--- src/rtl/operand_fetch.sv ---
// operand_fetch: issue stage with scoreboard hazard stall and registered operand capture.
// Optional writeback forwarding is enabled by defining OPERAND_FETCH_BYPASS_EN.
module operand_fetch #(
  parameter int DATA_W = 32,
  parameter int OP_W   = 8
) (
  input  logic              clock,
  input  logic              reset,
  input  logic              in_valid,
  output logic              in_ready,
  input  logic [4:0]        in_rs1,
  input  logic [4:0]        in_rs2,
  input  logic [4:0]        in_rd,
  input  logic              in_wen,
  input  logic [OP_W-1:0]   in_op,
  output logic [4:0]        raddr1,
  output logic [4:0]        raddr2,
  input  logic [DATA_W-1:0] rdata1,
  input  logic [DATA_W-1:0] rdata2,
  input  logic              wb_valid,
  input  logic [4:0]        wb_addr,
  input  logic [DATA_W-1:0] wb_data,
  output logic              out_valid,
  input  logic              out_ready,
  output logic [DATA_W-1:0] out_a,
  output logic [DATA_W-1:0] out_b,
  output logic [4:0]        out_rd,
  output logic              out_wen,
  output logic [OP_W-1:0]   out_op,
  output logic [7:0]        busy
);
  logic [7:0]        busy_q, busy_d, busy_eff, wb_vec, set_vec;
  logic              out_valid_q, hazard, space, issue;
  logic [DATA_W-1:0] out_a_q, out_b_q, a_d, b_d;
  logic [4:0]        out_rd_q;
  logic              out_wen_q;
  logic [OP_W-1:0]   out_op_q;

  assign raddr1  = in_rs1;
  assign raddr2  = in_rs2;
  assign wb_vec  = wb_valid ? (8'd1 << wb_addr[2:0]) : 8'd0;
  assign set_vec = (issue && in_wen) ? (8'd1 << in_rd[2:0]) : 8'd0;
  // Set is OR-ed after the clear so a same-index issue wins over writeback.
  assign busy_d  = (busy_q & ~wb_vec) | set_vec;
`ifdef OPERAND_FETCH_BYPASS_EN
  assign busy_eff = busy_q & ~wb_vec;
  assign a_d = (wb_valid && wb_addr[2:0] == in_rs1[2:0]) ? wb_data : rdata1;
  assign b_d = (wb_valid && wb_addr[2:0] == in_rs2[2:0]) ? wb_data : rdata2;
`else
  assign busy_eff = busy_q;
  assign a_d = rdata1;
  assign b_d = rdata2;
`endif
  assign hazard   = busy_eff[in_rs1[2:0]] | busy_eff[in_rs2[2:0]] | (in_wen & busy_eff[in_rd[2:0]]);
  assign space    = !out_valid_q || out_ready;
  assign in_ready = space && !hazard;
  assign issue    = in_valid && in_ready;

  always_ff @(posedge clock) begin
    if (reset) begin
      busy_q      <= '0;
      out_valid_q <= 1'b0;
      out_a_q     <= '0;
      out_b_q     <= '0;
      out_rd_q    <= '0;
      out_wen_q   <= 1'b0;
      out_op_q    <= '0;
    end else begin
      busy_q <= busy_d;
      if (issue) begin
        out_valid_q <= 1'b1;
        out_a_q     <= a_d;
        out_b_q     <= b_d;
        out_rd_q    <= in_rd;
        out_wen_q   <= in_wen;
        out_op_q    <= in_op;
      end else if (out_ready) begin
        out_valid_q <= 1'b0;
      end
    end
  end

  assign busy      = busy_q;
  assign out_valid = out_valid_q;
  assign out_a     = out_a_q;
  assign out_b     = out_b_q;
  assign out_rd    = out_rd_q;
  assign out_wen   = out_wen_q;
  assign out_op    = out_op_q;
endmodule

--- config.mk ---
export PLATFORM = sky130hd
export DESIGN_NAME = operand_fetch
export DESIGN_NICKNAME = d
export VERILOG_FILES = /design/src/rtl/operand_fetch.sv
export SDC_FILE = /design/constraint.sdc
export NUM_CORES = 1
export LEC_CHECK = 0
export CORE_MARGIN = 5
export CORE_UTILIZATION = 38
export DETAILED_ROUTE_END_ITERATION = 12
export PLACE_DENSITY = 0.82
export SYNTH_ARGS = -nofsm -noshare
export SYNTH_HDL_FRONTEND = slang
export SYNTH_SLANG_ARGS = --single-unit
--- constraint.sdc ---
create_clock -name clock -period 2.8 [get_ports clock]
set_clock_uncertainty 0.05 [all_clocks]
set_input_delay 0.56 -clock clock [delete_from_list [all_inputs] [get_ports clock]]
set_output_delay 0.56 -clock clock [all_outputs]
set_load 0.005 [all_outputs]
==> run metrics, run 1 <==
Avg WL per Cell=15.49 um; via/cell ratio=between 4 and 5; global-route wire length before repair=16.46 mm; FF+latch count, synth=87; Max Clock Freq=around 0.37 GHz; # clock sinks=87; area leader, netlist=dfxtp_1; ANT nets after route=0; CTS Root Cell=clkbuf_8; # fillers=roughly 800; commonest non-fill, non-tap cell in the layout=clkdlybuf4s50_1; CTS tree=yes; worst path bufs/invs=10; Seq/Total Area, Yosys=roughly 46%; crit path kind=in2reg; post-synth top area share=between 40% and 50%; core footprint=approximately 9700 um^2; largest net degree at the start of global routing=60; num rows=36; CP max-delay cell=mux4_2; crit path time final=about 2.7 ns; Synth Area in Compound Gates=about 3.2%; die span in x=between 100 and 150 um; drt first pass iters=5; drt drc=0; area occupied by multi-input gates=~1800 um^2; DR vias=about 3.5k; die area=approximately 12000 um^2; Skew-Pair Late Insertion Delay=around 0.34 ns; H-tree depth=3; DIE HEIGHT=around 110 um; Starting Density=38.91%; Synth Area in Simple Gates=18.77%; met3 usage=between 7 and 8%; LEAKAGE=2.535 nW; GRT Max-Usage Layer=met2; min-delay worst type=reg2reg; GRT Residual Overflow=0; Crit Path Max Fanout=6; CP peak stage delay=approximately 0.52 ns; Synth Area in XOR/XNOR=0%; synthesized cell area=between 3000 and 4000 um^2; met2 usage=about 30%; status=complete, no violations; worst rel slew slack=between 60% and 70%; Max-Cap Viols=0; sequential cell area=about 1800 um^2; CP required=3.02 ns; met1 Use GR=approximately a fifth; PD cells=462.0 nW/um^2; number of global-route vias before repair=3446; Synth Instances=413; Hold Vio Cnt, Final=0; CTS Hold Buffers Added=0; CTS max path bufs=2; clk slew on worst S/H paths=around 0.09 ns; gpl congestion=0.7981; Worst Setup Start Kind=primary input; share of cells above drive strength 1=around 11%; synthesis warning total=0; Antenna Cells=0; Worst Max-Slew Pin Slew=between 0.5 and 0.6 ns; initial antenna violation count=0; Layout Utilization=between 60% and 70%; cell chain of the critical path=buf_2 > mux4_2 > mux2i_2 > buf_4 > buf_4 > buf_4 > buf_4 > buf_4 > buf_4 > buf_4 > and4b_4 > clkbuf_16 > clkbuf_16 > mux2i_1; clock buffer count from CTS=9; placed instance area=5725 um^2; synth top area cells=dfxtp_1 (46%), mux2i_1 (22%), nand2_1 (16%); R2R Setup Slk=0.16 ns; # port buffers=roughly 190; Mean Syn Cell Area=between 9 and 10 um^2; critical path's top delay family=buffers and inverters; area grow syn2layout=64.24%; I/O pin total=228; Max IR drop VDD=~0.00026 V; final setup fails=0; 1st-iter DRT viols=176; Most Frequent Cell on Critical Path=buf_4; Total Routed Length=between 10 and 15 mm; mux cell area share after synthesis=between 20% and 30%; final instance area=6218 um^2; Netlist cell types=28; CP Capture Type=flop; period utilization=between 90% and 100%; largest family of logic cells by synthesized area=multiplexers; Slew Viols, Final=0; Layout Nets=roughly 730; top library cells by usage in the layout, fill and taps aside=clkdlybuf4s50_1 (179), nand2_1 (160), mux2i_1 (80); GRT Overall Usage=17.37%; post-synth net total=543; adder-cell share of the synthesized area=0%; Worst EP arrival=about 2.9 ns; Post-DP HPWL=8.185 mm
## metrics by stage
| step | setup slack (ns) | instances | power (mW) | hold slack (ns) | setup TNS (ns) |
|---|---|---|---|---|---|
| 4_1_cts | 0.01320 | 729 | 2.852 | 0.4111 | 0 |
| 6_report | 0.1317 | 742 | 2.873 | 0.4077 | 0 |
| 3_3_place_gp | -0.3625 | 706 | 2.021 | 0.3908 | -11.36 |
| 3_5_place_dp | -0.3778 | 706 | 2.041 | 0.3974 | -14.03 |
| 2_1_floorplan | 0.4313 | 413 | 1.668 | 0.4011 | 0 |
| 5_1_grt | -0.01072 | 742 | 3.032 | 0.4259 | -0.01072 |
## path summary, 6_finish.rpt
check	startpoint	end	cells after the start
worst max-delay path	in_rs2[1]	out_a[0]	14
worst max register to register	busy[6]	out_a[0]	13
worst min register to register	out_a[22]	out_a[22]	2
worst min-delay path	out_a[22]	out_a[22]	2
## routing by layer
| metal | wire length [um] | share of wire (%) |
|---|---|---|
| met2 | 5756 | 50 |
| met3 | 1063 | 9.2 |
| met1 | 4381 | 38 |
| met4 | 291 | 2.5 |
| met5 | 0 | 0 |
## tightest hold or removal path, stage by stage, from the launching register on
cell	delay, ns
dfxtp_1	0.32
nand2_1	0.05
mux2i_1	0.05
## cells by family (layout without fill, tap and decap cells)
family	after synthesis	count (layout)
compound gates	17	17
simple gates	178	178
flops	87	87
buf+inv	43	239
mux	88	88
## registers in the layout, summed over array words and instances (netlist names)
signal,flops
out_a,32
out_op,8
out_valid,1
out_wen,1
out_b,32
out_rd,5
busy,8
## cells in the mapped netlist
library cell,number
o21ai_0,4
nand4b_1,1
mux4_2,5
a32o_1,1
nand4_1,2
buf_12,2
buf_4,16
nor2b_1,2
inv_1,3
and4b_1,1
inv_2,1
o211ai_1,4
nor3_1,1
a21oi_1,1
nor2_1,2
buf_8,1
dfxtp_1,87
or3_1,2
clkbuf_1,18
mux2i_1,83
buf_2,2
nand2b_1,3
nand3_1,2
a22o_1,1
o31ai_1,3
o311ai_0,3
and2_1,2
nand2_1,160
## power by group
group / internal [mW] / total (mW) / switching [mW]
combinational: 0.446 / 0.704 / 0.257
sequential: 1.32 / 1.37 / 0.0457
clock: 0.350 / 0.798 / 0.449
total: 2.12 / 2.87 / 0.752
## final cells by class
class	instances	share of cell area, %
sequential	87	28.33
clock inverter	6	0.7243
timing repair buffer	219	36.96
tap	133	2.676
inverter	4	0.2817
multi-input combinational	283	28.81
clock buffer	10	2.213
## timing repair
action	CTS	global route
gates resized for setup	9	16
buffers inserted	7	6
gates cloned	0	8
endpoints found under the setup margin	1	73
(Power assumes the default switching activity.)
==> run 2, diff against run 1 <==
- CORE_UTILIZATION: 38 -> 40
- CTS_CLUSTER_SIZE: unset -> 12
- PLACE_DENSITY: 0.82 -> 0.85
- clock period: 2.8 -> 3.2 ns (I/O delays scaled with it)
==> run 2 against run 1 <==
  * Flip-flop and latch count did not move
  * Combinational power fell by 24%
  * Via count fell by 3.6%
  * First-iteration DRC count fell by 1.1%
  * Clock-buffer cell count rose by 1
  * Utilization fell by 0.096 points
  * Cell count fell by 4.3%
  * Register-to-register slack improved by 0.74 ns
  * Clock power rose by 15%
  * Hold slack got worse by 0.0031 ns
  * Global-route usage rose by 0.15 points
  * Sequential power fell by 12%
==> run metrics, run 2 (synthesis gave the netlist of run 1 again) <==
DR vias=3373 (-3.6%); commonest non-fill, non-tap cell in the layout=clkdlybuf4s50_1; drt drc=0 (unchanged); CP peak stage delay=0.53 ns (about the same); Layout Nets=706 (-3.8%); # clock sinks=87 (unchanged); # port buffers=185 (unchanged); CTS tree=yes; top library cells by usage in the layout, fill and taps aside=clkdlybuf4s50_1 (182), nand2_1 (160), dfxtp_1 (87); Hold WS=0.4045 ns (-0.003145 ns); global-route wire length before repair=16.25 mm (-1.3%); Clk pwr share=34.6% (+6.8 points); status=complete, no violations; Max-Cap Viols=0 (unchanged); Max Clock Freq=between 0.3 and 0.4 GHz; share of cells above drive strength 1=5.164% (-6.2 points); placed instance area=5635 um^2 (-1.6%); GRT Residual Overflow=0 (unchanged); Total Routed Length=10.32 mm (-10%); final instance area=5897 um^2 (-5.2%); Post-DP HPWL=7.718 mm (-5.7%); crit path kind=in2out; PD cells=450.2 nW/um^2 (-2.5%); Avg WL per Cell=14.54 um (-6.2%); H-tree depth=3 (unchanged); combinational share of power=20.2% (-4.3 points); die area=11510 um^2 (-4.5%); Starting Density=40.97% (+2.1 points); Worst EP arrival=2.44 ns (-0.44 ns); unrepaired setup endpoints after global routing=false; initial antenna violation count=0 (unchanged); CP required=2.51 ns (-0.51 ns); ANT nets after route=0 (unchanged); Switching Fraction=23.33% (-2.8 points); Most Frequent Cell on Critical Path=clkdlybuf4s50_1; LEAKAGE=2.374 nW (-6.3%); gpl congestion=0.8589 (+7.6%); die span in x=107.3 um (-2.3%); cell chain of the critical path=clkdlybuf4s50_1 > mux4_2 > mux2i_4 > nand3_1 > nor2_2 > clkdlybuf4s50_1; crit path time final=between 3 and 4 ns; final setup fails=0 (unchanged); CTS max path bufs=2 (unchanged); GRT Overall Usage=17.53% (+0.15 points); core footprint=9240 um^2 (-5.0%); CP max-delay cell=clkdlybuf4s50_1; Worst Max-Slew Pin Slew=0.6604 ns (+0.08177 ns); CP Capture Type=primary output; Antenna Cells=0 (unchanged); min-delay worst type=reg2reg; setup bufs post-CTS=0 (-7); Int Pwr=2.036 mW (-4.0%); Skew-Pair Late Insertion Delay=0.33 ns (about the same); total power=2.655 mW (-7.6%); num rows=35 (-2.8%); sequential share of power=45.3% (-2.4 points); Max IR drop VDD=0.0002125 V (-18%); Slew Viols, Final=0 (unchanged); Worst Setup Start Kind=primary input; number of global-route vias before repair=3388 (-1.7%); DIE HEIGHT=107.3 um (-2.3%); I/O pin total=228 (unchanged); drt first pass iters=4 (-1); Hold Vio Cnt, Final=0 (unchanged); CTS Root Cell=clkbuf_8; period utilization=97.70%; area grow syn2layout=55.75%; largest net degree at the start of global routing=164 (+170%); worst rel slew slack=55.98% (-5.5 points); clock buffer count from CTS=9 (unchanged); 1st-iter DRT viols=174 (-1.1%); # fillers=759 (-4.9%); Psw=0.6194 mW (-18%); Crit Path Max Fanout=3 (-3); clk slew on worst S/H paths=0.08 ns (about the same); via/cell ratio=4.751 (+0.71%)
==> run 2: per-layer routing <==
layer  share of wire [%]  track usage [%]
met1                  40            19.63
met2                  48            30.07
met3                  10            6.719
met4                 2.1            6.575
met5                   0                0
==> run 2: final timing paths <==
kind	startpoint	endpoint	slack (ns)	depth (start not counted)
setup / recovery	in_rs2[2]	in_ready	0.07	6
hold / removal	out_a[23]	out_a[23]	0.40	2
setup reg to reg	busy[3]	out_b[19]	0.90	6
hold reg to reg	out_a[23]	out_a[23]	0.40	2
==> run 2: critical path, delay by kind of cell <==
kind,cells,cell delay (ns)
buffers and inverters,2,1.03
AND/OR/NAND/NOR,2,0.22
multiplexers,2,0.54
==> run 2: repair_timing <==
item	4_1_cts	5_1_grt
pin swaps	0	0
hold buffers	0	0
gates cloned	0	0
setup endpoints to repair	1	1
gates resized for setup	3	3
==> run 2: final cells by class <==
type | count | area (um^2) | area share (%)
clock buffer | 11 | 141.4 | 2.398
clock inverter | 5 | 105.1 | 1.782
inverter | 4 | 17.52 | 0.2971
multi-input combinational | 283 | 1795 | 30.45
sequential | 87 | 1742 | 29.54
tap | 129 | 161.4 | 2.737
timing repair buffer | 191 | 1934 | 32.80
==> run 2: power by group through the flow <==
stage / Sequential (mW) / Combinational, mW / Clock, mW
finish: 1.20 / 0.536 / 0.918
global route: 1.21 / 0.579 / 0.999
CTS: 1.20 / 0.541 / 0.950
detailed placement: 1.23 / 0.540 / 0
global placement: 1.22 / 0.526 / 0
floorplan: 1.23 / 0.227 / 0
==> run 2: stage by stage <==
stage | TNS (ns) | std cells | worst slack, ns | utilization (%)
final | 0 | 710 | 0.07349 | 63.82
after global routing | 0 | 710 | 0.01084 | 63.82
after CTS | 0 | 710 | 0.01378 | 63.67
after detailed placement | -0.2145 | 694 | -0.2145 | 60.99
after global placement | -0.1345 | 694 | -0.1345 | 60.99
after floorplan | 0 | 413 | 0.7513 | -
==> run 3, diff against run 2 <==
- CELL_PAD_IN_SITES_DETAIL_PLACEMENT: unset -> 1
- CELL_PAD_IN_SITES_GLOBAL_PLACEMENT: unset -> 2
- CORE_UTILIZATION: 40 -> 22
- CTS_CLUSTER_SIZE: 12 -> unset
- PLACE_DENSITY: 0.85 -> unset
- PLACE_DENSITY_LB_ADDON: unset -> 0.1
- SLEW_MARGIN: unset -> 15
==> run 3 against run 2 <==
  * Maximum frequency increased by 1.2%
  * Setup slack gained 0.037 ns
  * Utilization fell by 28 points
  * Sequential power hardly changed
  * Combinational power is 3% higher
  * Die area increased by 73%
  * Cell count rose by 15%
  * Largest power group unchanged
==> run metrics, run 3 (synthesis gave the netlist of run 1 again) <==
# fillers=1946 (+160%); gpl congestion=0.7242 (-16%); 1st-iter DRT viols=107 (-39%); period utilization=96.54% (-1.2 points); Max Clock Freq=0.3237 GHz (+1.2%); Non-Filler Instances=816 (+15%); drt drc=0 (unchanged); area grow syn2layout=63.12%; Max-Cap Viols=0 (unchanged); CTS tree=yes; Worst Setup Start Kind=primary input; Worst Max-Slew Pin Slew=0.4563 ns (-0.2041 ns); setup TNS=0 ns (unchanged); # clock sinks=87 (unchanged); number of global-route vias before repair=3703 (+9.3%); Post-DP HPWL=9.031 mm (+17%); share of cells above drive strength 1=6.768% (+1.6 points); Starting Density=22.12% (-19 points); commonest non-fill, non-tap cell in the layout=clkdlybuf4s50_1; worst path bufs/invs=10 (+8); GRT Residual Overflow=0 (unchanged); Skew-Pair Late Insertion Delay=0.34 ns (about the same); crit path time final=3.089 ns (-0.03722 ns); via/cell ratio=4.191 (-12%); CTS max path bufs=2 (unchanged); H-tree depth=3 (unchanged); largest net degree at the start of global routing=75 (-54%); PD cells=467.8 nW/um^2 (+3.9%); placed instance area=5798 um^2 (+2.9%); die span in x=141.2 um (+32%); final setup fails=0 (unchanged); Worst Setup EP=out_b[27]; CP required=3.41 ns (+0.90 ns); Avg WL per Cell=15.35 um (+5.6%); CP peak stage delay=0.52 ns (about the same); CTS Hold Buffers Added=0 (unchanged); Slew Viols, Final=0 (unchanged); crit path kind=in2reg; clock buffer count from CTS=9 (unchanged); CP Capture Type=flop; global-route wire length before repair=19.82 mm (+22%); Worst Setup SP=in_rs2[2]; ANT nets after route=0 (unchanged); Max IR drop VDD=0.0002251 V (+5.9%); DR vias=3420 (+1.4%); Hold Vio Cnt, Final=0 (unchanged); final instance area=6176 um^2 (+4.7%); drt first pass iters=4 (unchanged); I/O pin total=228 (unchanged); initial antenna violation count=0 (unchanged); cell chain of the critical path=clkdlybuf4s50_1 > mux4_2 > mux2i_2 > buf_4 > buf_4 > buf_4 > buf_4 > buf_4 > buf_4 > buf_4 > buf_4 > and4b_4 > buf_16 > mux2i_1; GRT Overall Usage=12.41% (-5.1 points); core footprint=17120 um^2 (+85%); Worst R2R Start=busy[6]; Most Frequent Cell on Critical Path=buf_4; status=complete, no violations; CP max-delay cell=clkdlybuf4s50_1; Worst EP arrival=3.30 ns (+0.86 ns); Total Routed Length=12.52 mm (+21%); FF-to-FF path depth=13 (+7); worst rel slew slack=69.58% (+14 points); Layout Nets=717 (+1.6%); min-delay worst type=reg2reg; top library cells by usage in the layout, fill and taps aside=clkdlybuf4s50_1 (181), nand2_1 (160), dfxtp_1 (87); Worst path depth=14 (+8); die area=19930 um^2 (+73%); LEAKAGE=2.452 nW (+3.3%); CTS Root Cell=clkbuf_16; Antenna Cells=0 (unchanged); DIE HEIGHT=141.2 um (+32%); Placed Instances=794 (+14%); R2R Setup Slk=0.37 ns (-0.53 ns); unrepaired setup endpoints after global routing=false; Worst R2R End=out_b[27]; num rows=48 (+37%); clk slew on worst S/H paths=0.06 ns (-0.02 ns); critical path's top delay family=buffers and inverters; Crit Path Max Fanout=47 (+44); # port buffers=185 (unchanged)
## run 3: report_power, final
part | switching, mW | internal, mW | total [mW]
logic | 0.211 | 0.341 | 0.553
clock network | 0.450 | 0.682 | 1.13
registers | 0.0417 | 1.16 | 1.20
## run 3: how the worst min path moves through the flow
| stage | startpoint | end | slack, ns | depth (start not counted) |
|---|---|---|---|---|
| after global placement | out_op[3] | out_op[3] | 0.39 | 2 |
| after global routing | out_a[27] | out_a[27] | 0.43 | 2 |
| final | out_a[1] | out_a[1] | 0.40 | 2 |
| after CTS | out_a[1] | out_a[1] | 0.41 | 2 |
| after detailed placement | out_rd[3] | out_rd[3] | 0.40 | 2 |
| after floorplan | out_a[0] | out_a[0] | 0.40 | 2 |
## run 3: tightest hold or removal path: stages (launching register included)
cell and delay, ns:
dfxtp_1 0.31, nand2_1 0.05, mux2i_1 0.05
## run 3: stage by stage
stage	setup slack (ns)	power (mW)	util (%)	hold WS (ns)
after floorplan	0.7513	1.459	-	0.4011
after global placement	-0.1378	1.777	33.87	0.3916
after detailed placement	-0.1330	1.789	33.87	0.3977
after CTS	0.1205	2.958	35.99	0.4108
after global routing	0.003624	3.046	36.08	0.4285
final	0.1107	2.889	36.08	0.4050
## run 3: routing by layer
layer / wire length, um / track usage (%) / up-vias / part of all wire, %
li1: - / - / 1697 / -
met1: 5292 / 14.68 / 1600 / 42
met2: 5797 / 20.07 / 110 / 46
met3: 1259 / 5.054 / 13 / 10
met4: 176 / 4.844 / 0 / 1.4
met5: 0 / 0 / - / 0
## run 3: timing repair
action / 4_1_cts / 5_1_grt
endpoints found under the setup margin: 1 / 2
buffers inserted: 7 / 0
resized for setup: 3 / 4
## run 3: area by class of cell
cell class	instances	area [um^2]	share of cell area, %
Tap cell	225	281.5	4.558
Sequential cell	87	1742	28.20
Multi-Input combinational cell	283	1787	28.93
Timing Repair Buffer	202	2036	32.96
Clock buffer	10	229.0	3.707
Inverter	4	17.52	0.2836
Clock inverter	5	83.83	1.357
